$ cat src/rtl/alu_acc.sv
// Accumulator ALU with independently enabled accumulator and carry registers.
// Operand mux and flag_s are combinational; the accumulator and the carry, zero and overflow flags are registered.
module alu_acc #(
    parameter int unsigned WIDTH = 8
) (
    input  logic             clk,
    input  logic             rst,
    input  logic [1:0]       data_src,
    input  logic [WIDTH-1:0] immediate,
    input  logic [WIDTH-1:0] reg_out,
    input  logic [WIDTH-1:0] mem_out,
    input  logic [2:0]       op,
    input  logic             ce_a,
    input  logic             ce_cy,
    output logic [WIDTH-1:0] alu_in,
    output logic [WIDTH-1:0] acc_v,
    output logic             flag_cy,
    output logic             flag_z,
    output logic             flag_s,
    output logic             flag_o
);

    localparam int unsigned MSB = WIDTH - 1;

    localparam logic [2:0] OP_LOAD = 3'b000;
    localparam logic [2:0] OP_ADD  = 3'b001;
    localparam logic [2:0] OP_ADC  = 3'b010;
    localparam logic [2:0] OP_SUB  = 3'b011;
    localparam logic [2:0] OP_AND  = 3'b100;
    localparam logic [2:0] OP_OR   = 3'b101;
    localparam logic [2:0] OP_XOR  = 3'b110;
    localparam logic [2:0] OP_RLC  = 3'b111;

    logic [WIDTH-1:0] result_c;
    logic             carry_c;
    logic             ovf_c;
    logic [WIDTH:0]   ext_acc;
    logic [WIDTH:0]   ext_in;
    logic [WIDTH:0]   ext_cy;

    // Operand select: bit 0 clear always means memory, so 2'b10 aliases to mem_out.
    always_comb begin
        alu_in = mem_out;
        if (data_src[0]) begin
            alu_in = data_src[1] ? reg_out : immediate;
        end
    end

    assign ext_acc = {1'b0, acc_v};
    assign ext_in  = {1'b0, alu_in};
    assign ext_cy  = {{WIDTH{1'b0}}, flag_cy};

    // Result, carry-out and signed overflow from the pre-edge accumulator and carry.
    always_comb begin
        result_c = acc_v;
        carry_c  = flag_cy;
        ovf_c    = 1'b0;
        case (op)
            OP_LOAD: result_c = alu_in;
            OP_ADD: begin
                {carry_c, result_c} = ext_acc + ext_in;
                ovf_c = (acc_v[MSB] == alu_in[MSB]) && (result_c[MSB] != acc_v[MSB]);
            end
            OP_ADC: begin
                {carry_c, result_c} = ext_acc + ext_in + ext_cy;
                ovf_c = (acc_v[MSB] == alu_in[MSB]) && (result_c[MSB] != acc_v[MSB]);
            end
            OP_SUB: begin
                // Top bit of the extended difference is the unsigned borrow.
                {carry_c, result_c} = ext_acc - ext_in;
                ovf_c = (acc_v[MSB] != alu_in[MSB]) && (result_c[MSB] != acc_v[MSB]);
            end
            OP_AND: begin
                result_c = acc_v & alu_in;
                carry_c  = 1'b0;
            end
            OP_OR: begin
                result_c = acc_v | alu_in;
                carry_c  = 1'b0;
            end
            OP_XOR: begin
                result_c = acc_v ^ alu_in;
                carry_c  = 1'b0;
            end
            OP_RLC: begin
                result_c = {acc_v[MSB-1:0], flag_cy};
                carry_c  = acc_v[MSB];
            end
        endcase
    end

    // Accumulator group and carry have separate enables; reset overrides both.
    always_ff @(posedge clk) begin
        if (rst) begin
            acc_v   <= '0;
            flag_z  <= 1'b0;
            flag_o  <= 1'b0;
            flag_cy <= 1'b0;
        end else begin
            if (ce_a) begin
                acc_v  <= result_c;
                flag_z <= (result_c == '0);
                flag_o <= ovf_c;
            end
            if (ce_cy) begin
                flag_cy <= carry_c;
            end
        end
    end

    assign flag_s = acc_v[MSB];

endmodule

$ cat config.mk
export PLATFORM = sky130hd
export DESIGN_NAME = alu_acc
export DESIGN_NICKNAME = d
export VERILOG_FILES = /design/src/rtl/alu_acc.sv
export SDC_FILE = /design/constraint.sdc
export NUM_CORES = 1
export LEC_CHECK = 0
export CAP_MARGIN = 10
export CORE_UTILIZATION = 30
export DETAILED_ROUTE_END_ITERATION = 10
export PLACE_DENSITY_LB_ADDON = 0.08
export SLEW_MARGIN = 10
export SYNTH_ARGS = -nofsm -noshare
export SYNTH_HDL_FRONTEND = slang
export SYNTH_SLANG_ARGS = --single-unit
$ cat constraint.sdc
create_clock -name clk -period 8.6 [get_ports clk]
set_input_delay 1.29 -clock clk [delete_from_list [all_inputs] [get_ports clk]]
set_output_delay 1.29 -clock clk [all_outputs]
set_load 0.01 [all_outputs]
==> flow_summary.toml <==
[grt]
overflow = 0
grt_pass1_wl_mm = 13.4
grt_use_total_pct = 20.0
grt_pass1_vias = 2541
antenna_found_initial = 0
grt_max_degree = 26

[drt]
postRouteWirelength_mm = 8.25
wl_per_cell_um = 17.7
drcViolationCount = 0
dr.pass1.iters = 4
final_antenna_net_count = 0
vias_per_cell = 5.43
vias = 2536
drtIter0Drc = 99

[synth]
ys_types = 72
ys_seq_area_share_pct = 9.03
synthCells = 326
synth_common_cells = "33 x inv_1, 28 x ha_1, 24 x nand2_1, 24 x nor2_1, 21 x a21oi_1"
synth_top_area_share_pct = 14.4
synth_fp_nets = 389
synth.most_common_cell = "inv_1"
syn_area_per_cell_um2 = 7.48
synth_area_leaders = "ha_1 14%, dfxtp_1 9.0%, mux2i_1 7.0%"
ys.flop_type = "dfxtp_1"
yosysTopAreaCell = "ha_1"
yosys_warnings = 0
netlist_area_um2 = 2440
synth-seq-cells = 11
synth-edff-count = 0
async_flop_share_pct = 0

[cells_and_area]
syn_to_final_growth_pct = 24.8
register_area_um2 = 220
drive_above_1_share_pct = 6.85
fill_cells = 855
multi_input_area_um2 = 1990
diodes = 0
fin_nets = 429
final_cells = 467

[worst_setup_path]
critPathLaunchType = "input port"
critPathKind = "input port to register"
cp.required_ps = 8700
critical_path_arrival_ps = 5420
end_kind = "register"
cp_max_fo = 16

[clock_network]
ctsResizeCount = 0
clock_latency_ps = 240
path_clk_slew_ps = 50
cts_buffers = 3
cts.path.max_buffers = 2
clockRootBuffer = "clkbuf_8"
cts_tree = "built"
postCtsSetupBuffers = 0
ctsHoldBuffers = 0
clock-sinks = 11
htreeDepth = 1

[floorplan]
io_pins = 53
dieArea_um2 = 8490
die_h_um = 92.1
core_area_um2 = 7810
rows = 32
die_w_um = 92.1
initial_core_util_pct = 31.2

[power]
leakage_nw = 1.23
vdd_ir_drop_max_mv = 0.0428
power-per-cell-area_nw_per_um2 = 120
finalPower_uw = 364

[placed_design]
numPortBuffers = 52
numPlacedInstances = 463
place_congestion = 0.856
dpl_worst_slack_ps = 3000
dp_hpwl_mm = 6.42

[timing]
fin_ws_ps = 3280
tightest_slew_ps = 999
final-hold-violation-count = 0
fin_crit_sh_pct = 61.8
rsz0062_at_grt = "no"
drv_slew = 0
tns_ps = 0
relSlewSlack_pct = 32.7
fin_crit_ps = 5320
finalClockSkew_ps = 3.09
setup-violations-final = 0
fmax_mhz = 188
hold_slack_ps = 470

[min_path]
hold_path.class = "register to register"

[outcome]
outcome = "finished, final reports clean"

[job]
maxCapViolCount = 0
flip-flops by register name, indices dropped and copies added, names as in the netlist:
| name | flops |
|---|---|
| flag_o | 1 |
| acc_v | 8 |
| flag_z | 1 |
| flag_cy | 1 |
routing by layer:
metal,share of wire [%],routed length (µm),vias up,global-route usage (%)
met3,3.0,248,6,1.82
met1,47,3870,1196,26.3
met5,0,0,-,0
met2,49,4050,64,35.7
li1,-,-,1270,-
met4,1.1,87,0,2.99
report_power, final:
| part | internal [mW] | switching (mW) |
|---|---|---|
| Clock | 0.0326 | 0.0196 |
| Combinational | 0.110 | 0.136 |
| Sequential | 0.0558 | 0.00945 |
| Total | 0.198 | 0.165 |
cell type report:
type	instances	share of cell area (%)
well taps	102	4.19
inverters	34	4.19
flip-flops and latches	11	7.24
clock buffers	4	1.48
repair buffers	54	17.6
multi-input cells	262	65.3
cell usage in the layout, fill, tap and decap left out, types with 2 or more instances in the layout:
cell,instances
inv_1,33
a21oi_1,21
o31ai_1,3
nor3b_1,2
xnor2_1,9
a211oi_2,2
nand2b_1,6
nand2_1,24
o22ai_1,8
a22o_1,2
a2111oi_0,2
a22oi_1,4
nor2b_1,4
a211oi_1,2
clkbuf_8,3
o2111ai_1,2
fa_1,2
buf_4,2
or3_1,3
dfxtp_1,11
o211ai_1,2
or4_1,2
clkdlybuf4s50_1,52
mux4_2,4
a21o_1,3
ha_1,28
mux2_2,2
or2_2,3
o21a_1,2
nor2_1,24
a31oi_1,2
nor3_1,11
o21ai_0,19
nand3_1,6
mux2i_1,17
xor2_1,2
nor4_1,7
through the flow:
| step | util (%) | instance area, µm² |
|---|---|---|
| 5_1_grt | 39.0 | 3040 |
| 2_1_floorplan | - | 2440 |
| 6_report | 39.0 | 3040 |
| 3_5_place_dp | 38.4 | 3000 |
| 4_1_cts | 39.0 | 3040 |
| 3_3_place_gp | 38.4 | 3000 |
cell families after synthesis:
| family | count (synthesis) | share of synthesized area, % |
|---|---|---|
| XOR/XNOR | 11 | 3.95 |
| flip-flops | 11 | 9.03 |
| multiplexers | 24 | 12.7 |
| buffers and inverters | 53 | 9.45 |
| AO/OA/AOI/OAI | 93 | 26.8 |
| AND/OR/NAND/NOR | 104 | 22.1 |
| adder cells (fa/ha/maj) | 30 | 16.0 |
final timing paths:
path,depth (start not counted),startpoint,slack [ps],to
worst min register to register,2,flag_o,470,flag_o
worst min-delay path,2,flag_o,470,flag_o
worst max-delay path,10,data_src[0],3280,acc_v[7]
worst max register to register,11,acc_v[0],5310,flag_z
critical path, stage by stage:
cell and delay (ps):
clkdlybuf4s50_1 680, o21ai_0 920, ha_1 410, a211oi_2 420
o31ai_1 280, o311ai_1 750, xor2_1 200, a21oi_1 90
o22ai_1 230, o22ai_1 150
(Power assumes the default switching activity.)
